## config.mk

```make
export PLATFORM = sky130hd
export DESIGN_NAME = motor_commander_uart
export DESIGN_NICKNAME = d
export VERILOG_FILES = /design/src/rtl/motor_commander_pkg.sv /design/src/rtl/motor_cmd_rom.sv /design/src/rtl/motor_commander_uart.sv
export SDC_FILE = /design/constraint.sdc
export NUM_CORES = 1
export LEC_CHECK = 0
export CORE_ASPECT_RATIO = 1.4
export CORE_MARGIN = 2
export CORE_UTILIZATION = 32
export CTS_BUF_LIST = sky130_fd_sc_hd__clkbuf_8 sky130_fd_sc_hd__clkbuf_16
export DETAILED_ROUTE_END_ITERATION = 6
export PLACE_DENSITY = 0.5
export SLEW_MARGIN = 20
export SYNTH_ARGS = -nofsm -noshare
export SYNTH_HDL_FRONTEND = slang
export SYNTH_SLANG_ARGS = --single-unit
```

## constraint.sdc

```tcl
create_clock -name clk -period 5.43 [get_ports clk]
set_input_delay 1.086 -clock clk [delete_from_list [all_inputs] [get_ports clk]]
set_output_delay 1.086 -clock clk [all_outputs]
set_load 0.02 [all_outputs]
```

## src/rtl/motor_commander_pkg.sv

```systemverilog
`default_nettype none
// ============================================================================
// Module      : motor_commander_pkg
// Description : Shared types, the ASCII command-string table and the one-hot
//               motion decoder for motor_commander_uart.
// Revision    : 1.0 - initial release
// ============================================================================
package motor_commander_pkg;

    // NONE is the reset value of last_cmd and never equals a decoded command
    typedef enum logic [2:0] {
        CMD_NONE = 3'd0,
        CMD_STOP = 3'd1,
        CMD_FWD  = 3'd2,
        CMD_RGT  = 3'd3,
        CMD_LFT  = 3'd4,
        CMD_SPIN = 3'd5
    } cmd_e;

    localparam int N_INSTRS = 4;
    localparam int N_CMDS   = 6;

    // First character sits in the most significant byte
    localparam logic [8*N_INSTRS-1:0] CMD_STR [N_CMDS] = '{
        32'h0000_0000,       // CMD_NONE, never transmitted
        {"STP", 8'h0A},
        {"FWD", 8'h0A},
        {"RGT", 8'h0A},
        {"LFT", 8'h0A},
        {"SPN", 8'h0A}
    };

    // Anything that is not exactly one-hot falls back to STOP
    function automatic cmd_e decode_state(input logic [4:0] st);
        cmd_e cmd;
        case (st)
            5'b00001: cmd = CMD_STOP;
            5'b00010: cmd = CMD_FWD;
            5'b00100: cmd = CMD_RGT;
            5'b01000: cmd = CMD_LFT;
            5'b10000: cmd = CMD_SPIN;
            default:  cmd = CMD_STOP;
        endcase
        return cmd;
    endfunction

endpackage
`default_nettype wire

```

## src/rtl/motor_cmd_rom.sv

```systemverilog
`default_nettype none
// ============================================================================
// Module      : motor_cmd_rom
// Description : Combinational lookup of one byte of a command string,
//               selected by command code and byte index.
// Revision    : 1.0 - initial release
// ============================================================================
module motor_cmd_rom
    import motor_commander_pkg::*;
#(
    parameter int IDX_W = 2
) (
    input  cmd_e             cmd,
    input  logic [IDX_W-1:0] idx,
    output logic [7:0]       byte_out
);

    logic [8*N_INSTRS-1:0] word;

    // Select the string word, then the byte at position idx (first char first)
    always_comb begin
        word     = (int'(cmd) < N_CMDS) ? CMD_STR[cmd] : '0;
        byte_out = 8'h00;
        for (int i = 0; i < N_INSTRS; i++) begin
            if (idx == IDX_W'(i)) begin
                byte_out = word[8*(N_INSTRS-1-i) +: 8];
            end
        end
    end

endmodule
`default_nettype wire

```

## src/rtl/motor_commander_uart.sv

```systemverilog
`default_nettype none
// ============================================================================
// Module      : motor_commander_uart
// Description : Turns the one-hot motor request into fixed-length ASCII
//               command strings sent over a valid/ready byte stream.
//               Optional macro MOTOR_CMD_HEARTBEAT_EN adds a periodic resend
//               of the last command after REPEAT_CYCLES idle cycles.
// Revision    : 1.0 - initial release
// ============================================================================
module motor_commander_uart
    import motor_commander_pkg::*;
#(
    parameter int N_INSTRS      = 4,
    parameter int REPEAT_CYCLES = 50_000_000
) (
    input  logic       clk,
    input  logic       reset,
    input  logic [4:0] motor_state,
    input  logic       uart_tx_ready,
    output logic       uart_tx_valid,
    output logic [7:0] uart_tx_data
);

    localparam int IDX_W = (N_INSTRS > 1) ? $clog2(N_INSTRS) : 1;
    localparam logic [IDX_W-1:0] IDX_LAST = IDX_W'(N_INSTRS - 1);

    localparam logic [0:0] ST_IDLE = 1'b0;
    localparam logic [0:0] ST_SEND = 1'b1;

    logic [0:0]       state_q, state_d;
    logic [IDX_W-1:0] idx_q, idx_d;
    cmd_e             cur_cmd_q, cur_cmd_d;
    cmd_e             last_cmd_q, last_cmd_d;
    logic             valid_q, valid_d;
    logic [7:0]       data_q, data_d;

    cmd_e             dec_cmd;
    logic             cmd_change;
    logic             hb_fire;
    cmd_e             rom_cmd;
    logic [IDX_W-1:0] rom_idx;
    logic [7:0]       rom_byte;

    assign dec_cmd    = decode_state(motor_state);
    assign cmd_change = (dec_cmd != last_cmd_q);

`ifdef MOTOR_CMD_HEARTBEAT_EN
    logic [31:0] hb_q, hb_d;

    assign hb_fire = (hb_q == 32'(REPEAT_CYCLES - 1));

    // Idle counter: runs only while idle and restarts whenever a string starts
    always_comb begin
        hb_d = hb_q + 32'd1;
        if (state_q != ST_IDLE || cmd_change || hb_fire) begin
            hb_d = 32'd0;
        end
    end

    // Heartbeat counter register
    always_ff @(posedge clk or negedge reset) begin
        if (!reset) begin
            hb_q <= 32'd0;
        end else begin
            hb_q <= hb_d;
        end
    end
`else
    assign hb_fire = 1'b0;
`endif

    // ROM address: byte 0 of the command about to start, or the next byte in flight
    always_comb begin
        rom_cmd = cur_cmd_q;
        rom_idx = idx_q + IDX_W'(1);
        if (state_q == ST_IDLE) begin
            rom_cmd = cmd_change ? dec_cmd : last_cmd_q;
            rom_idx = '0;
        end
    end

    motor_cmd_rom #(
        .IDX_W    (IDX_W)
    ) u_rom (
        .cmd      (rom_cmd),
        .idx      (rom_idx),
        .byte_out (rom_byte)
    );

    // Next-state logic; outputs are loaded one cycle ahead so they come straight from flops
    always_comb begin
        state_d    = state_q;
        idx_d      = idx_q;
        cur_cmd_d  = cur_cmd_q;
        last_cmd_d = last_cmd_q;
        valid_d    = valid_q;
        data_d     = data_q;
        case (state_q)
            ST_IDLE: begin
                if (cmd_change || hb_fire) begin
                    // A command change wins over a heartbeat resend
                    cur_cmd_d  = cmd_change ? dec_cmd : last_cmd_q;
                    last_cmd_d = cmd_change ? dec_cmd : last_cmd_q;
                    idx_d      = '0;
                    valid_d    = 1'b1;
                    data_d     = rom_byte;
                    state_d    = ST_SEND;
                end
            end
            ST_SEND: begin
                if (uart_tx_ready) begin
                    if (idx_q == IDX_LAST) begin
                        valid_d = 1'b0;
                        data_d  = 8'h00;
                        state_d = ST_IDLE;
                    end else begin
                        idx_d  = idx_q + IDX_W'(1);
                        data_d = rom_byte;
                    end
                end
            end
            default: begin
                valid_d = 1'b0;
                state_d = ST_IDLE;
            end
        endcase
    end

    // State and output registers; reset abandons any string in flight
    always_ff @(posedge clk or negedge reset) begin
        if (!reset) begin
            state_q    <= ST_IDLE;
            idx_q      <= '0;
            cur_cmd_q  <= CMD_NONE;
            last_cmd_q <= CMD_NONE;
            valid_q    <= 1'b0;
            data_q     <= 8'h00;
        end else begin
            state_q    <= state_d;
            idx_q      <= idx_d;
            cur_cmd_q  <= cur_cmd_d;
            last_cmd_q <= last_cmd_d;
            valid_q    <= valid_d;
            data_q     <= data_d;
        end
    end

    assign uart_tx_valid = valid_q;
    assign uart_tx_data  = data_q;

endmodule
`default_nettype wire

```

==> results.sh <==
export IMPL_portBuffers=14
export IMPL_drc=0
export IMPL_fmax_mhz=279
export IMPL_rsz0062_at_grt="false"
export IMPL_end_kind="flip-flop"
export IMPL_die_area_um2=4310
export IMPL_via_per_inst=5.61
export IMPL_synth_main_ff_cell="dfrtp_1"
export IMPL_nNetsFinal=164
export IMPL_crit_buf_inv=2
export IMPL_r2r_start="state_q$_DFF_PN0_"
export IMPL_wire_per_inst_um=15.9
export IMPL_drtAntennaViolNets=0
export IMPL_r2r_end="uart_tx_data[1]$_DFFE_PN0P_"
export IMPL_drt_total_wl_um=2980
export IMPL_max_stage_delay_ns=0.52
export IMPL_area_growth_syn_to_layout_pct=16.2
export IMPL_met2_length_um=1440
export IMPL_drive_gt1_frac=0.0753
export IMPL_place_hpwl_um=2330
export IMPL_max_clock_path_buffers=2
export IMPL_hold_buffers=0
export IMPL_hold_class="reg2reg"
export IMPL_crit_chain="clkdlybuf4s50_1, xnor2_1, nand2b_1, nor2_1, a21oi_1, inv_1, ha_1, a2111oi_0, o21ai_0, o211ai_1, a32o_1"
export IMPL_m1WireLength_um=1300
export IMPL_critical_path_top_delay_family="compound AO/OA/AOI/OAI gates"
export IMPL_ir_drop_mv=0.206
export IMPL_core_area_um2=3640
export IMPL_leakage_nw=0.631
export IMPL_grt_pass1_vias=1082
export IMPL_grt_max_degree=21
export IMPL_firstDrtPassIters=4
export IMPL_crit_path_start="motor_state[3]"
export IMPL_cp_endpoint="uart_tx_data[2]$_DFFE_PN0P_"
export IMPL_cp_depth=11
export IMPL_start_util=0.333
export IMPL_met3_length_um=115
export IMPL_tightest_slew_ns=0.791
export IMPL_finalSetupViolCount=0
export IMPL_io_pins=17
export IMPL_h_tree_depth=1
export IMPL_max_cap_viol_count=0
export IMPL_gp_congestion=0.861
export IMPL_slew_headroom=0.471
export IMPL_crit_type="in2reg"
export IMPL_post_cts_resize_count=0
export IMPL_reg2regPathDepth=9
export IMPL_crit_fanout=7
export IMPL_die_w_um=56.1
export IMPL_period_minus_slack_ns=3.58
export IMPL_n_antenna_cell=0
export IMPL_cts_sinks=16
export IMPL_ys_seq_elements=16
export IMPL_core_rowCount=26
export IMPL_first_iter_violations=32
export IMPL_critPathArrivalTime_ns=3.77
export IMPL_num_vias=1054
export IMPL_status="finished clean"
export IMPL_track_usage=0.149
export IMPL_netlist_area_um2=1210
export IMPL_fin_area_um2=1410
export IMPL_worstSkewPairLatency_ns=0.25
export IMPL_final_hold_viol_count=0
export IMPL_clk_pin_slew_worst_paths_ns=0.07
export IMPL_fp_dieH_um=76.9
export IMPL_layout_setup_ws_ns=1.85
export IMPL_place_area_um2=1370
export IMPL_cts_tree="yes"
export IMPL_regToRegSetupSlack_ns=2.44
export IMPL_cpMaxStageDelayCell="clkdlybuf4s50_1"
export IMPL_pre_cts_ws_ns=1.60
export IMPL_root_buffer="clkbuf_8"
export IMPL_async_flop_share=1.00
export IMPL_grt_pass1_wl_um=5130
export IMPL_clock_skew_ns=0.00291
export IMPL_ys_seq_area_frac=0.330
export IMPL_avgSynthCellArea_um2=8.92
export IMPL_overflow=0
export IMPL_synth_distinct_cells=44
export IMPL_synth_cells=136
export IMPL_powerDensity_nw_per_um2=568
export IMPL_numCtsBuffers=3
export IMPL_tns_ns=0
export IMPL_crit_path_start_kind="input port"
export IMPL_fin_crit_sh=0.660
export IMPL_worstPathRequired_ns=5.62
export IMPL_yosysWarnings=0
export IMPL_antenna_found_initial=0
export IMPL_postCtsSetupBuffers=0
export IMPL_highest_layer="met4"
export IMPL_final_max_slew_viol_count=0
export IMPL_synth_edf_count=0
-- Yosys cell counts, drive strengths merged, types with 2 or more instances --
cell,instances,area share
a211oi,2,0.012
a21o,4,0.026
a21oi,12,0.059
a32o,4,0.033
and3,2,0.010
buf,5,0.025
clkbuf,3,0.0093
dfrtp,16,0.33
ha,8,0.082
inv,9,0.028
mux2i,5,0.041
nand2,6,0.019
nand2b,3,0.015
nand3,3,0.016
nor2,7,0.022
nor2b,2,0.010
nor3,5,0.021
o21ai,10,0.041
o22ai,3,0.015
o2bb2ai,3,0.022
or3,4,0.025
xnor2,3,0.022
-- final cells by class --
type                       count  area (µm²)
multi-input combinational    104         742
tap                           42        52.6
fill                         375        2230
inverter                       9        33.8
clock buffer                   3        41.3
sequential                    16         400
timing repair buffer          14         140
-- power by group --
group	total [W]	internal (W)	switching, W
clock network	0.0000922	0.0000492	0.0000430
logic	0.000468	0.000220	0.000248
registers	0.000240	0.000169	0.0000712
total	0.000800	0.000438	0.000362
-- flip-flops by register name, indices dropped and copies added (netlist names) --
signal	count
last_cmd_q	3
state_q	1
idx_q	2
uart_tx_data	6
cur_cmd_q	3
uart_tx_valid	1
-- metrics by stage --
stage               power, W  hold slack (ns)  utilization  instances
finish              0.000800            0.491        0.387        188
global route        0.000872            0.510        0.387        188
CTS                 0.000804            0.499        0.387        188
detailed placement  0.000712            0.479        0.376        185
global placement    0.000714            0.470        0.376        185
floorplan           0.000582            0.459            -        137
-- cell families after synthesis --
family | after synthesis | share of synthesized area
AOI/OAI and AO/OA | 45 | 0.261
xor gates and xnor gates | 4 | 0.0289
adders and majority gates | 8 | 0.0825
buffers and inverters | 17 | 0.0618
DFF | 16 | 0.330
muxes | 6 | 0.0505
other | 1 | 0.00309
and+or+nand+nor | 39 | 0.182
-- per-layer routing --
metal  up-vias  GRT usage
met5         -          0
met4         0     0.0952
met3        10     0.0304
met2        27      0.249
met1       496      0.170
li1        521          -
-- worst min-delay path by stage --
stage	startpoint	endpoint	slack (ns)	cells after the start
floorplan	last_cmd_q[2]$_DFFE_PN0N_	last_cmd_q[2]$_DFFE_PN0N_	0.46	1
global placement	uart_tx_valid$_DFFE_PN0P_	uart_tx_valid$_DFFE_PN0P_	0.47	1
detailed placement	uart_tx_valid$_DFFE_PN0P_	uart_tx_valid$_DFFE_PN0P_	0.48	1
CTS	uart_tx_data[4]$_DFFE_PN0P_	uart_tx_data[4]$_DFFE_PN0P_	0.50	1
global route	uart_tx_data[4]$_DFFE_PN0P_	uart_tx_data[4]$_DFFE_PN0P_	0.51	1
finish	uart_tx_data[4]$_DFFE_PN0P_	uart_tx_data[4]$_DFFE_PN0P_	0.49	1
-- worst register-to-register path, cell delays in order (launching register included) --
cell,delay (ns)
dfrtp_1,0.79
inv_1,0.38
and3_1,0.34
a21o_1,0.23
ha_1,0.25
mux2_2,0.29
o22ai_1,0.20
a221oi_1,0.12
a31oi_1,0.16
a32o_1,0.17
-- placed cells by master, fill, tap and decap left out, drive strengths merged, types with 4 or more instances in the layout --
cell           instances
a21o                   4
a21oi                 12
a32o                   4
clkdlybuf4s50         14
dfrtp                 16
ha                     8
inv                    9
mux2i                  5
nand2                  6
nor2                   7
nor3                   5
o21ai                 10
or3                    4
No activity file was read; power rests on OpenSTA's default activity.
